## config.mk

```make
export PLATFORM = sky130hd
export DESIGN_NAME = servo_sequencer_flat
export DESIGN_NICKNAME = d
export VERILOG_FILES = /design/src/rtl/servo_sequencer_if.sv /design/src/rtl/servo_sequencer.sv /design/src/flat_wrapper.sv
export SDC_FILE = /design/constraint.sdc
export NUM_CORES = 1
export LEC_CHECK = 0
export ABC_AREA = 1
export BUFFER_PORTS_ARGS = -buffer_cell sky130_fd_sc_hd__buf_2
export CAP_MARGIN = 20
export CORE_MARGIN = 2
export CORE_UTILIZATION = 50
export DETAILED_ROUTE_END_ITERATION = 10
export PLACE_DENSITY = 0.77
export SETUP_SLACK_MARGIN = 0.4
export SKIP_CTS_REPAIR_TIMING = 1
export SLEW_MARGIN = 20
export SYNTH_ARGS = -nofsm -noshare
export SYNTH_HDL_FRONTEND = slang
export SYNTH_SLANG_ARGS = --single-unit
```

## constraint.sdc

```tcl
create_clock -name clk -period 4.8 [get_ports clk]
set_input_delay 0.48 -clock clk [delete_from_list [all_inputs] [get_ports clk]]
set_output_delay 0.48 -clock clk [all_outputs]
set_load 0.01 [all_outputs]
```

## src/rtl/servo_sequencer_if.sv

```systemverilog
// servo_sequencer_if: control, ROM bus and position outputs of the servo sequencer
//  start/stop/loop_en/step_mode/step_req  controller -> sequencer
//  rom_address                            sequencer -> ROMs
//  rom_data_x/y/z                         ROMs -> sequencer
//  pos_x/y/z, pos_valid, busy, seq_done   sequencer -> PWM and status
interface servo_sequencer_if #(
  parameter int DATA_WIDTH = 8,
  parameter int ADDR_WIDTH = 8
) ();
  logic start, stop, loop_en, step_mode, step_req;
  logic [ADDR_WIDTH-1:0] rom_address;
  logic [DATA_WIDTH-1:0] rom_data_x, rom_data_y, rom_data_z;
  logic [DATA_WIDTH-1:0] pos_x, pos_y, pos_z;
  logic pos_valid, busy, seq_done;
  modport slave (
    input start, stop, loop_en, step_mode, step_req, rom_data_x, rom_data_y, rom_data_z,
    output rom_address, pos_x, pos_y, pos_z, pos_valid, busy, seq_done
  );
  modport master (
    output start, stop, loop_en, step_mode, step_req, rom_data_x, rom_data_y, rom_data_z,
    input rom_address, pos_x, pos_y, pos_z, pos_valid, busy, seq_done
  );
endinterface

```

## src/rtl/servo_sequencer.sv

```systemverilog
// servo_sequencer: steps a shared ROM address and registers three servo positions per row
//  clk, rst  clock and asynchronous active-high reset
//  bus       servo_sequencer_if.slave: control inputs, ROM address/data, positions and status
module servo_sequencer #(
  parameter int DATA_WIDTH = 8,
  parameter int ADDR_WIDTH = 8,
  parameter int STEP_TICKS = 500000,
  parameter logic [DATA_WIDTH-1:0] END_CODE = 8'hFF,
  parameter logic [DATA_WIDTH-1:0] CENTER = 8'h80
) (
  input logic clk,
  input logic rst,
  servo_sequencer_if.slave bus
);
  localparam int CW = $clog2(STEP_TICKS);
  typedef enum logic [2:0] {IDLE, LOAD, CAPTURE, HOLD, DONE} state_t;
  state_t state_q, state_d;
  logic [ADDR_WIDTH-1:0] addr_q, addr_d;
  logic [CW-1:0] cnt_q, cnt_d;
  logic [DATA_WIDTH-1:0] pos_x_q, pos_y_q, pos_z_q;
  logic valid_q, valid_d, step_q, load_pos, end_row, step_edge, advance, last;
  assign end_row = bus.rom_data_x == END_CODE && bus.rom_data_y == END_CODE && bus.rom_data_z == END_CODE;
  assign step_edge = bus.step_req & ~step_q;
  // HOLD lasts STEP_TICKS-2 cycles so LOAD+CAPTURE+HOLD spans exactly STEP_TICKS
  assign advance = bus.step_mode ? step_edge : cnt_q == CW'(STEP_TICKS - 3);
  assign last = &addr_q;
  always_comb begin
    state_d = state_q;
    addr_d = addr_q;
    cnt_d = '0;
    valid_d = 1'b0;
    load_pos = 1'b0;
    if (bus.stop) begin
      state_d = IDLE;
      addr_d = '0;
    end else begin
      case (state_q)
        IDLE: state_d = bus.start ? LOAD : IDLE;
        LOAD: state_d = CAPTURE;
        CAPTURE: begin
          if (end_row) begin
            state_d = bus.loop_en ? LOAD : DONE;
            addr_d = bus.loop_en ? '0 : addr_q;
          end else begin
            load_pos = 1'b1;
            valid_d = 1'b1;
            state_d = HOLD;
          end
        end
        HOLD: begin
          if (advance) begin
            state_d = (!last || bus.loop_en) ? LOAD : DONE;
            addr_d = !last ? addr_q + 1'b1 : (bus.loop_en ? '0 : addr_q);
          end else cnt_d = bus.step_mode ? '0 : cnt_q + 1'b1;
        end
        DONE: begin
          state_d = bus.start ? LOAD : DONE;
          addr_d = bus.start ? '0 : addr_q;
        end
        default: state_d = IDLE;
      endcase
    end
  end
  always_ff @(posedge clk or posedge rst) begin
    if (rst) begin
      state_q <= IDLE;
      addr_q <= '0;
      cnt_q <= '0;
      valid_q <= 1'b0;
      step_q <= 1'b0;
      pos_x_q <= CENTER;
      pos_y_q <= CENTER;
      pos_z_q <= CENTER;
    end else begin
      state_q <= state_d;
      addr_q <= addr_d;
      cnt_q <= cnt_d;
      valid_q <= valid_d;
      step_q <= bus.step_req;
      if (load_pos) begin
        pos_x_q <= bus.rom_data_x;
        pos_y_q <= bus.rom_data_y;
        pos_z_q <= bus.rom_data_z;
      end
    end
  end
  assign bus.rom_address = addr_q;
  assign bus.pos_x = pos_x_q;
  assign bus.pos_y = pos_y_q;
  assign bus.pos_z = pos_z_q;
  assign bus.pos_valid = valid_q;
  assign bus.busy = state_q == LOAD || state_q == CAPTURE || state_q == HOLD;
  assign bus.seq_done = state_q == DONE;
endmodule

```

## src/flat_wrapper.sv

```systemverilog
// flat-port wrapper written by rule: the top's interface ports become plain ports
module servo_sequencer_flat 
#(
  parameter int DATA_WIDTH = 8,
  parameter int ADDR_WIDTH = 8,
  parameter int STEP_TICKS = 500000,
  parameter logic [DATA_WIDTH-1:0] END_CODE = 8'hFF,
  parameter logic [DATA_WIDTH-1:0] CENTER = 8'h80
)
  (clk, rst, bus_start, bus_stop, bus_loop_en, bus_step_mode, bus_step_req, bus_rom_data_x, bus_rom_data_y, bus_rom_data_z, bus_rom_address, bus_pos_x, bus_pos_y, bus_pos_z, bus_pos_valid, bus_busy, bus_seq_done);
  servo_sequencer_if #(.DATA_WIDTH(DATA_WIDTH), .ADDR_WIDTH(ADDR_WIDTH)) bus_i ();
  input logic clk;
  input logic rst;
  input wire logic [$bits(bus_i.start)-1:0] bus_start;
  input wire logic [$bits(bus_i.stop)-1:0] bus_stop;
  input wire logic [$bits(bus_i.loop_en)-1:0] bus_loop_en;
  input wire logic [$bits(bus_i.step_mode)-1:0] bus_step_mode;
  input wire logic [$bits(bus_i.step_req)-1:0] bus_step_req;
  input wire logic [$bits(bus_i.rom_data_x)-1:0] bus_rom_data_x;
  input wire logic [$bits(bus_i.rom_data_y)-1:0] bus_rom_data_y;
  input wire logic [$bits(bus_i.rom_data_z)-1:0] bus_rom_data_z;
  output wire logic [$bits(bus_i.rom_address)-1:0] bus_rom_address;
  output wire logic [$bits(bus_i.pos_x)-1:0] bus_pos_x;
  output wire logic [$bits(bus_i.pos_y)-1:0] bus_pos_y;
  output wire logic [$bits(bus_i.pos_z)-1:0] bus_pos_z;
  output wire logic [$bits(bus_i.pos_valid)-1:0] bus_pos_valid;
  output wire logic [$bits(bus_i.busy)-1:0] bus_busy;
  output wire logic [$bits(bus_i.seq_done)-1:0] bus_seq_done;
  assign bus_i.start = bus_start;
  assign bus_i.stop = bus_stop;
  assign bus_i.loop_en = bus_loop_en;
  assign bus_i.step_mode = bus_step_mode;
  assign bus_i.step_req = bus_step_req;
  assign bus_i.rom_data_x = bus_rom_data_x;
  assign bus_i.rom_data_y = bus_rom_data_y;
  assign bus_i.rom_data_z = bus_rom_data_z;
  assign bus_rom_address = bus_i.rom_address;
  assign bus_pos_x = bus_i.pos_x;
  assign bus_pos_y = bus_i.pos_y;
  assign bus_pos_z = bus_i.pos_z;
  assign bus_pos_valid = bus_i.pos_valid;
  assign bus_busy = bus_i.busy;
  assign bus_seq_done = bus_i.seq_done;
  servo_sequencer #(.DATA_WIDTH(DATA_WIDTH), .ADDR_WIDTH(ADDR_WIDTH), .STEP_TICKS(STEP_TICKS), .END_CODE(END_CODE), .CENTER(CENTER)) u_core (.clk(clk), .rst(rst), .bus(bus_i));
endmodule
```

# --- Word-level counts from Yosys, hierarchy flattened ---
# Cells that the tools add are included.
classes:
  reduce_logical: 10
  bitwise: 2
  n_mux: 23
  n_eq_ne: 11
  add_sub_neg: 2
ops:
  columns: ["cell", "n"]
  rows:
  - ["19-bit 2-to-1 mux", 4]
  - ["8-bit 2-to-1 mux", 6]
  - ["8-bit == test, second input constant", 3]
  - ["8-bit case mux with 3 select lines", 1]
  - ["19-bit by 1-bit adder with 19-bit output, second input constant", 1]
  - ["19-bit == test, second input constant", 1]
  - ["3-bit 2-to-1 mux", 6]
  - ["3-bit case mux with 5 select lines", 1]
  - ["8-bit by 1-bit adder with 8-bit output, second input constant", 1]
  - ["8-bit AND reduction", 1]
  - ["3-bit by 2-bit == test with 1-bit output, second input constant", 2]
  - ["3-bit by 2-bit inequality test with 1-bit output, second input constant", 2]
  - ["1-bit 2-to-1 mux", 5]
  - ["4-bit AND reduction", 1]
  - ["4-bit nonzero test", 1]
  - ["3-bit by 1-bit == test with 1-bit output, second input constant", 1]
  - ["3-bit == test, second input constant", 1]
  - ["3-bit zero test", 1]
  - ["1-bit logical OR", 3]
  - ["3-bit inequality test, second input constant", 1]
  - ["1-bit logical AND", 2]
  - ["1-bit AND", 1]
  - ["1-bit zero test", 1]
  - ["1-bit inverter", 1]
totals:
  out_inout_bits: 35
  in_bits: 31
  ff_bits: 56
  word_cells: 56

# --- Depth between registers and ports, before layout ---
# Gate-level depths: netlist of the first run.
depth:
  word_depth: 7
  ltp_mapped: 10
  depth_no_buf: 10

# --- Least setup slack after synthesis of the first run ---
# OpenSTA, ideal clock, no wires.
synth_path:
  path_type: "reg2reg"
  start: "register u_core.addr_q[0] (netlist: u_core.bus.rom_address[0])"
  end: "register u_core.addr_q[6] (netlist: u_core.bus.rom_address[6])"
  n_path_buf: 0
  t_arrival_ns: 1.504
  required_time_ns: 4.679
  stages_incl_launch_ff: 11
  setup_ns: 0.121
  setup_slack_ns: 3.175
  path_cell_list: "dfrtp_1 > ha_1 > nand3_1 > inv_1 > nand2_1 > nand2_1 > inv_1 > a21oi_1 > nor2_1 > nor2_1 > a21oi_1"
synth_between:
  elab_chain_cells: 5
  word_cells_on_any_way: 6
  classes_between: "1 x add/sub; 4 x mux; 1 x reduce/logical"
synth_rtl:
  columns: ["element", "line_no", "rtl"]
  rows:
  - ["start: declaration", "servo_sequencer.sv:18", "logic [ADDR_WIDTH-1:0] addr_q, addr_d;"]
  - ["start signal: assignment", "servo_sequencer.sv:76", "addr_q <= addr_d;"]
  - ["8-bit by 1-bit adder with 8-bit output / 8-bit AND reduction (equally long branches)", "servo_sequencer.sv:53, servo_sequencer.sv:26", null]
  - ["8-bit 2-to-1 mux *", "servo_sequencer.sv:53", "addr_d = !last ? addr_q + 1'b1 : (bus.loop_en ? '0 : addr_q);"]
  - ["8-bit 2-to-1 mux *", "servo_sequencer.sv:51", "if (advance) begin"]
  - ["8-bit case mux with 3 select lines *", "servo_sequencer.sv:37", "case (state_q)"]
  - ["8-bit 2-to-1 mux *", "servo_sequencer.sv:33", "if (bus.stop) begin"]
# Mark *: on every way between the ends. The rest lies on a longest branch, timed or not. The select of a mux whose other input is x is not followed.
# A chain may end at the register's enable or synchronous reset.

# --- Final worst setup path of the first run ---
layout_path:
  start: "input port bus_rom_data_x[5]"
  end: "register u_core.addr_q[5] (netlist: u_core.bus.rom_address[5])"
layout_between:
  elab_chain_cells: 5
layout_rtl:
  columns: ["element", "line_no", "rtl"]
  rows:
  - ["start: declaration", "flat_wrapper.sv:19", "input wire logic [$bits(bus_i.rom_data_x)-1:0] bus_rom_data_x;"]
  - ["8-bit == test", "servo_sequencer.sv:22", "assign end_row = bus.rom_data_x == END_CODE && bus.rom_data_y == END_CODE && bus.rom_data_z == END_CODE;"]
  - ["1-bit logical AND (2 in series)", "servo_sequencer.sv:22", null]
  - ["3-bit by 2-bit inequality test with 1-bit output (no line)", null, null]
  - ["4-bit AND reduction (no line)", null, null]
# Every way passes these cells.

==> summary.md, run 1 <==
| Metric | Value |
|---|---|
| Run status | finished clean |
| Pre-CTS WS | between 2000 and 3000 ps |
| Die Y | 80.0 um |
| Largest net degree at the start of global routing | 57 |
| Psw | roughly 470 uW |
| Detailed-router iteration count before antenna repair | 5 |
| Slew Viols, Final | 0 |
| Ant. Diodes | 0 |
| Synth top area share | 0.460 |
| Clock power share | 0.203 |
| Vias/cell | 5.16 |
| Routed WL | 6.70 mm |
| Slowest CP cell | nand2_2 |
| Comb pwr share | 0.303 |
| HPWL after DPL | 5.00 mm |
| Fin Setup TNS | 0 ps |
| Clock skew | 13.1 ps |
| GRT Resource Usage Total | 0.225 |
| Core area | roughly 5500 sq um |
| Pint | 839 uW |
| PortBufs | 65 |
| Worst path cell trace | buf_2 -> nand2_1 -> nor2_1 -> nand2_1 -> nor2_1 -> nand2_1 -> nand2_2 -> nand3_2 -> nor2_1 -> a21oi_1 |
| Worst-path maximum fanout | 28 |
| Worst skew pair latency | 310 ps |
| Most frequent cells after synthesis | 151 x nand2_1, 53 x dfrtp_1, 51 x nor2_1 |
| Area delta synth->final | 16.6% |
| Ys flop type | dfrtp_1 |
| Die Area | 6390 sq um |
| PwrDens | about 390 nW/um^2 |
| 1st-iter DRT viols | around 190 |
| Synth async-reset ratio | 1.00 |
| Average routed wire per standard cell | around 13 um |
| Mapped Area | 2890 sq um |
| Worst path max stage delay | about 420 ps |
| GR Overflow Total | 0 |
| CTS Sinks | 56 |
| Final WS setup | 2850 ps |
| Flops & latches, synth | 56 |
| EDFF count, synth | 0 |
| Hold Crit Class | in2reg |
| Share of cells above drive strength 1 | 0.185 |
| Syn_area_per_cell | 7.36 sq um |
| Yosys top cell by area | dfrtp_1 |
| Post-DRT Antenna Nets | 0 |
| Hold Fails Final Rpt | 0 |
| Crit share post-route | 0.407 |
| Unrepaired setup endpoints after global routing | no |
| CTS tree | done |
| Fmax | around 0.5 GHz |
| Worst slew pin tran | slightly below 700 ps |
| Period minus WS final | 1950 ps |
| Switching Share | 0.358 |
| Vias in the first global route | 2654 |
| Worst Setup End Kind | flop |
| Synth warn | 0 |
| Leakage | 1.75 nW |
| Ranking of synthesized cells by area | dfrtp_1 46%, nand2_1 20%, nor2_1 6.6% |
| Via count | between 2000 and 3000 |
| Worst vdd ir | 0.246 mV |
| Seq pwr share | 0.494 |
| # rows | 27 |
| Sequential share of the synthesized area | 0.487 |
| Starting density of the core | 0.521 |
| I/O Pins | 66 |
| Count leader, synth | nand2_1 |
| WP data arrival | 2150 ps |
| Synth Net Count | 426 |
| Clk pin slew, worst setup/hold paths | 100 ps |
| Worst EP required | 4990 ps |
| H-tree Lvls | 2 |
| Global-route wire length before repair | 11.5 mm |
| Initial antenna violation count | 0 |
| Inst Count DP | 523 |
| Final nets | slightly below 500 |
| Rel. slew slack | 0.538 |
| Residual DRC | 0 |
| CP startpoint kind | primary input |
| Clk buf depth | 2 |
| Final setup viols | 0 |
| # fillers | 559 |
| Die Wd | 80.0 um |
| Synth cell types | 26 |
| RePlAce Congestion | 0.856 |
| CP Class | in2reg |
| Clock root cell | clkbuf_8 |
| TritonCTS buffer count | 5 |
| Post-Syn Instances | about 400 |
| Max Cap Viol | 0 |
| Final non-filler cell total | 531 |
## worst max-delay path: cells and delay by family
kind                   cells  cell delay (ps)
buffers and inverters      1              100
AOI/OAI and AO/OA          1               60
and+or+nand+nor            8             1500
## power by group through the flow
stage	logic [mW]	registers [mW]	clock network, mW
2_1_floorplan	0.189	0.698	0
3_3_place_gp	0.388	0.650	0
3_5_place_dp	0.399	0.653	0
4_1_cts	0.401	0.645	0.272
5_1_grt	0.447	0.657	0.288
6_report	0.396	0.646	0.265
## path summary, 6_finish.rpt
path                            cells past startpoint           startpoint                   endpoint  slack, ps
worst max-delay path                               10    bus_rom_data_x[5]  u_core.bus.rom_address[5]       2850
worst min-delay path                                1         bus_step_req              u_core.step_q        320
worst max register to register                      5    u_core.state_q[2]        u_core.bus.pos_x[6]       2860
worst min register to register                      2  u_core.bus.pos_x[7]        u_core.bus.pos_x[7]        480
max in group asynchronous                           3                  rst  u_core.bus.rom_address[0]       3990
min in group asynchronous                           3                  rst        u_core.bus.pos_y[3]        340
## logic make-up (layout without fill, tap and decap cells)
logic type | after synthesis | count (layout) | synth area share
AO/OA/AOI/OAI | 31 | 31 | 0.0577
AND/OR/NAND/NOR | 246 | 246 | 0.349
buffers and inverters | 46 | 113 | 0.0629
XOR/XNOR | 10 | 10 | 0.0304
adder cells (fa/ha/maj) | 3 | 3 | 0.0130
flip-flops | 56 | 56 | 0.487
## cell usage in the layout (no fill, tap or decap)
cell type and count:
clkinv_2 1, or2_2 1, dfrtp_1 53, nand2_1 151
inv_6 1, xor2_1 6, xnor2_1 4, inv_2 3
clkbuf_8 5, nand4_1 12, a31oi_1 1, a21oi_1 6
ha_1 3, dfstp_2 3, buf_2 65, clkinv_4 1
nand3_2 1, nand2_2 1, inv_1 36, buf_4 1
nand3_1 19, o21ai_0 15, o211ai_1 3, nor2_1 51
o21ai_1 5, nor3_1 5, nor2_2 2, a22oi_1 1
nor4_1 3
## per-stage QoR
stage	area [sq um]	hold slack (ps)	total power [mW]	utilization
after CTS	3360	298	1.32	0.607
after global placement	3270	456	1.04	0.591
after global routing	3360	296	1.39	0.607
after detailed placement	3270	457	1.05	0.591
final	3360	316	1.31	0.607
after floorplan	2890	460	0.887	-
## layout make-up
class                      instances  area [sq um]  area share
sequential                        56          1410       0.418
multi-input combinational        290          1300       0.386
timing repair buffer              66           333      0.0989
inverter                          39           146      0.0435
tap                               72          90.1      0.0268
clock buffer                       5          68.8      0.0205
clock inverter                     3          22.5     0.00669
## layer usage
layer / global-route usage / up-vias / part of all wire / routed length, um
met5: 0 / - / 0 / 0
met4: 0.0814 / 0 / 0.011 / 75
met3: 0.0317 / 7 / 0.036 / 242
met2: 0.393 / 62 / 0.51 / 3440
met1: 0.283 / 1305 / 0.44 / 2940
li1: - / 1366 / - / -
## flip-flops by register name, indices dropped and copies added (netlist names)
register	cells
u_core.step_q	1
u_core.bus.pos_valid	1
u_core.bus.pos_y	8
u_core.bus.rom_address	8
u_core.bus.pos_z	8
u_core.state_q	3
u_core.bus.pos_x	8
u_core.cnt_q	19
Note: power is estimated with default switching activity, not from simulation.
==> inputs of run 2 (changes only) <==
- CORE_UTILIZATION: 50 -> 49
- PLACE_DENSITY: 0.77 -> 0.78
- clock period: 4.8 -> 1.7 ns (I/O delays scaled with it)
==> run 2 against run 1 <==
Effect of this change:
- sequential share of layout area decreased by 3.9 points
- largest cell class is now multi-input combinational cells
- via count increased by 3.7%
- critical path depth decreased by 4
- clock power increased to 3.2 times the previous value
- routed wire length increased by 9.4%
- sequential power increased to 2.8 times the previous value
- die area increased by 1.9%
- setup slack got worse by 2700 ps
- register-to-register slack got worse by 2700 ps
- clock skew decreased by 0.64 ps
- first-iteration DRC count increased by 15%
==> summary.md, run 2 (synthesis results as in run 1) <==
| Metric | Value |
|---|---|
| Run status | finished clean |
| CP startpoint kind | flop |
| CTS tree | done |
| Slowest CP cell | dfrtp_2 |
| Final setup viols | 0 |
| Max FFs per register | 19 |
| Core area | 5610 sq um |
| Most used cell along the critical path | o21ai_1 |
| Global-route wire length before repair | 11.3 mm |
| Hold Fails Final Rpt | 0 |
| Clock root cell | clkbuf_8 |
| HPWL after DPL | 4.99 mm |
| Fin Setup TNS | 0 ps |
| HP Start | bus_rom_data_x[7] |
| Clk pin slew, worst setup/hold paths | 100 ps |
| PwrDens | ~1100 nW/um^2 |
| Rel. slew slack | 0.713 |
| Switching Share | 0.343 |
| Slew Viols, Final | 0 |
| Worst-path maximum fanout | 7 |
| Most frequent cells in the layout | 143 x nand2_1, 65 x buf_2, 47 x dfrtp_1 |
| Clock skew | 12.4 ps |
| Most flop-heavy register | u_core.cnt_q |
| Final core utilization | 0.665 |
| # rows | 27 |
| Largest net degree at the start of global routing | 34 |
| Post-DRT Antenna Nets | 0 |
| Seq pwr share | 0.464 |
| Residual DRC | 0 |
| Max Cap Viol | 0 |
| Worst hold stages | 3 |
| Buf/Inv on CP | 0 |
| Worst vdd ir | 0.615 mV |
| Share of cells above drive strength 1 | 0.285 |
| Die Area | 6520 sq um |
| RR Startpoint | u_core.state_q[0] |
| Hold Crit Class | in2reg |
| Clock power share | 0.217 |
| Vias/cell | ~5.2 |
| Detailed-router iteration count before antenna repair | 4 |
| Worst skew pair latency | 310 ps |
| Worst path cell trace | nor3_1 -> o21ai_1 -> nand2_2 -> nand3_2 -> nand2_1 -> o21ai_1 |
| H-tree Lvls | 2 |
| TritonCTS buffer count | 5 |
| Ant. Diodes | 0 |
| WP data arrival | 1740 ps |
| Die Y | 80.7 um |
| Die Wd | just over 80 um |
| Largest delay contributor family on the critical path | simple AND/OR/NAND/NOR gates |
| Worst path max stage delay | 470 ps |
| Via count | 2841 |
| Worst slew pin tran | 431 ps |
| Starting density of the core | 0.515 |
| Hold Path End | u_core.bus.pos_x[7] |
| GRT Resource Usage Total | 0.219 |
| Average routed wire per standard cell | 13.3 um |
| GR Overflow Total | 0 |
| FF-to-FF path depth | 6 |
| Psw | 1.36 mW |
| Worst Setup End Kind | flop |
| Fmax | around 0.65 GHz |
| Vias in the first global route | ~2600 |
| Crit share post-route | 0.905 |
| Commonest non-fill, non-tap cell in the layout | nand2_1 |
| Period minus WS final | 1540 ps |
| R2r setup slk | approximately 160 ps |
| Comb pwr share | 0.319 |
| Leakage | 1.85 nW |
| I/O Pins | 66 |
| Routed WL | roughly 7.3 mm |
| Clk buf depth | 2 |
| Unrepaired setup endpoints after global routing | yes |
| Final nets | 511 |
| Initial antenna violation count | 0 |
| Area delta synth->final | 29.2% |
| Worst EP required | 1910 ps |
| 1st-iter DRT viols | around 220 |
| RePlAce Congestion | 0.911 |
| Worst R2R End | u_core.bus.rom_address[2] |
| PortBufs | between 60 and 70 |
| Pint | 2.61 mW |
| CP Class | reg2reg |
| # fillers | 451 |
| CTS Sinks | 56 |
run 2: metal layers:
metal | up-vias | part of all wire | routed length (um) | global-route usage
li1 | 1413 | - | - | -
met1 | 1338 | 0.42 | 3100 | 0.280
met2 | 83 | 0.51 | 3750 | 0.375
met3 | 7 | 0.053 | 386 | 0.0322
met4 | 0 | 0.013 | 96 | 0.0915
met5 | - | 0 | 0 | 0
run 2: power groups by stage:
stage	Sequential, mW	Clock [mW]	Combinational, mW
finish	1.84	0.861	1.27
global placement	1.84	0	1.13
CTS	1.82	0.882	1.16
global route	1.88	0.916	1.43
floorplan	1.98	0	0.550
detailed placement	1.84	0	1.16
run 2: how the worst max path moves through the flow:
stage,startpoint,end,slack (ps),depth (start not counted)
after floorplan,u_core.state_q[0],u_core.bus.rom_address[3],260,9
after global placement,u_core.state_q[0],u_core.bus.rom_address[5],130,8
after detailed placement,u_core.cnt_q[1],u_core.bus.rom_address[6],90,9
after CTS,u_core.cnt_q[1],u_core.bus.rom_address[6],70,9
after global routing,u_core.cnt_q[1],u_core.bus.rom_address[2],50,9
final,u_core.state_q[0],u_core.bus.rom_address[2],160,6
run 2: metrics by stage:
step / hold WS (ps) / power, mW / instance area, sq um / cells / setup WS (ps)
after CTS: -74.4 / 3.87 / 3480 / 537 / 67.9
after global routing: 69.4 / 4.22 / 3730 / 550 / 53.1
after global placement: 258 / 2.97 / 3370 / 529 / 129
after floorplan: 201 / 2.53 / 2950 / 392 / 262
after detailed placement: 267 / 3.01 / 3370 / 529 / 92.4
final: 56.1 / 3.97 / 3730 / 550 / 162
run 2: final cells by class:
| cell class | count | area, sq um | area share |
|---|---|---|---|
| multi-input combinational | 291 | 1470 | 0.394 |
| tap | 72 | 90.1 | 0.0242 |
| clock buffer | 7 | 76.3 | 0.0205 |
| timing repair buffer | 84 | 480 | 0.129 |
| sequential | 56 | 1410 | 0.379 |
| clock inverter | 1 | 30.0 | 0.00806 |
| inverter | 39 | 170 | 0.0457 |
run 2: worst min-delay path: cells and delay by family:
family        cells  cell delay, ps
simple gates      2             100
buf+inv           1             110
==> inputs of run 3 (changes only) <==
- BUFFER_PORTS_ARGS: -buffer_cell sky130_fd_sc_hd__buf_2 -> default
- CORE_UTILIZATION: 49 -> 50
- DONT_BUFFER_PORTS: default -> 1
- PLACE_DENSITY: 0.78 -> 0.7
==> run 3 against run 2 <==
Effect of this change:
- the run now ends with hold timing left
- final area grew 1.1%
- core utilization grew 1.6 points
- global-route usage shrank 1.1 points
- cell count shrank 6.2%
- register-to-register slack is essentially flat
- largest cell class unchanged
- largest power group unchanged
==> summary.md, run 3 (synthesis results as in run 1) <==
| Metric | Value |
|---|---|
| TritonCTS buffer count | 5 |
| Worst slew pin tran | between 500 and 600 ps |
| Slew Viols, Final | 0 |
| H-tree Lvls | 2 |
| Final Cell Area | 3770 sq um |
| CTS Sinks | 56 |
| Failing checks | hold timing |
| Final nets | 477 |
| Unrepaired setup endpoints after global routing | yes |
| WP data arrival | 1760 ps |
| Fmax | 0.646 GHz |
| Worst path max stage delay | roughly 470 ps |
| Routed WL | approximately 7.6 mm |
| GR Overflow Total | 0 |
| Post-DP Area | 3090 sq um |
| Die Wd | 80.0 um |
| 1st-iter DRT viols | 124 |
| PortBufs | 0 |
| Vias/cell | 5.34 |
| Post-DRT Antenna Nets | 0 |
| CP Class | reg2reg |
| Residual DRC | 0 |
| RePlAce Congestion | 0.896 |
| HPWL after DPL | 4.75 mm |
| Largest net degree at the start of global routing | 33 |
| Buf/Inv on CP | 3 |
| Share of cells above drive strength 1 | 0.212 |
| Final core utilization | 0.680 |
| Starting density of the core | 0.521 |
| Die Area | 6390 sq um |
| Max FFs per register | 19 |
| # rows | 27 |
| Clock root cell | clkbuf_8 |
| Via count | approximately 2800 |
| Worst Setup End Kind | flop |
| Crit share post-route | 0.911 |
| Leakage | 1.72 nW |
| Worst path cell trace | buf_4 -> nand3_4 -> nand2_2 -> buf_4 -> nand2_4 -> inv_2 -> a21oi_1 -> nor2_1 -> nor2_2 -> a21oi_2 |
| Hold Crit Class | in2reg |
| I/O Pins | 66 |
| Average routed wire per standard cell | 14.7 um |
| Hold Fails Final Rpt | 1 |
| Worst EP required | 1920 ps |
| Initial antenna violation count | 0 |
| Vias in the first global route | 2377 |
| Ant. Diodes | 0 |
| Period minus WS final | 1550 ps |
| Largest delay contributor family on the critical path | simple AND/OR/NAND/NOR gates |
| Most frequent cells in the layout | 142 x nand2_1, 46 x dfrtp_1, 41 x nor2_1 |
| Fin Setup TNS | 0 ps |
| Core area | around 5500 sq um |
| Clk buf depth | 2 |
| PwrDens | 992 nW/um^2 |
| Clk pin slew, worst setup/hold paths | 100 ps |
| Most used cell along the critical path | buf_4 |
| WHS | -13.4 ps |
| Power Total | between 3 and 4 mW |
| Rel. slew slack | 0.624 |
| GRT Resource Usage Total | 0.209 |
| # fillers | 453 |
| Run status | finished with violations |
| CTS tree | done |
| Clock skew | around 12 ps |
| Max Cap Viol | 0 |
| Die Y | 80.0 um |
| Detailed-router iteration count before antenna repair | 5 |
| Worst vdd ir | ~0.50 mV |
| Global-route wire length before repair | 10.5 mm |
| CP startpoint kind | flop |
| Most flop-heavy register | u_core.cnt_q |
| Worst-path maximum fanout | 8 |
| Commonest non-fill, non-tap cell in the layout | nand2_1 |
| Area delta synth->final | 30.7% |
| Slowest CP cell | dfrtp_2 |
| Final setup viols | 0 |
| Worst skew pair latency | 320 ps |
## run 3: report_power, final
group	leakage [nW]	total [mW]	switching [mW]	internal, mW
logic	0.953	0.942	0.547	0.395
clock network	0.0445	0.761	0.429	0.332
registers	0.726	2.03	0.377	1.66
total	1.72	3.74	1.35	2.38
## run 3: worst register-to-register path, stage by stage, from the launching register on
cell and delay, ps:
dfrtp_2 470, buf_4 160, nand3_4 100, nand2_2 80, buf_4 150, nand2_4 110, inv_2 60, a21oi_1 110
nor2_1 70, nor2_2 120, a21oi_2 40
## run 3: area by class of cell
cell class,count,area (sq um),share of cell area
clock buffers,7,86.3,0.0229
well taps,72,90.1,0.0239
repair buffers,50,478,0.127
multi-input cells,291,1530,0.405
flip-flops and latches,56,1410,0.375
clock inverters,1,7.51,0.00199
inverters,39,168,0.0445
## run 3: stage by stage
stage                     setup slack [ps]  instances
after floorplan                        262        392
after global placement                 106        468
after detailed placement              42.9        468
after CTS                             2.02        476
after global routing                  94.0        516
final                                  152        516
## run 3: path summary, 6_finish.rpt
kind	from	cells past startpoint	endpoint	slack [ps]
min in group asynchronous	rst	2	u_core.bus.pos_x[3]	390
hold / removal	bus_rom_data_x[0]	2	u_core.bus.pos_x[0]	-10
hold reg to reg	u_core.bus.pos_x[7]	2	u_core.bus.pos_x[7]	510
max in group asynchronous	rst	3	u_core.bus.pos_y[7]	710
setup / recovery	u_core.state_q[0]	10	u_core.bus.rom_address[6]	150
setup reg to reg	u_core.state_q[0]	10	u_core.bus.rom_address[6]	150
## run 3: metal layers
| metal | wire length, um | global-route usage | share of wire | up-vias |
|---|---|---|---|---|
| met4 | 95 | 0.0644 | 0.013 | 0 |
| met1 | 3170 | 0.261 | 0.42 | 1288 |
| li1 | - | - | - | 1337 |
| met3 | 536 | 0.0622 | 0.071 | 11 |
| met5 | 0 | 0 | 0 | - |
| met2 | 3790 | 0.347 | 0.50 | 121 |
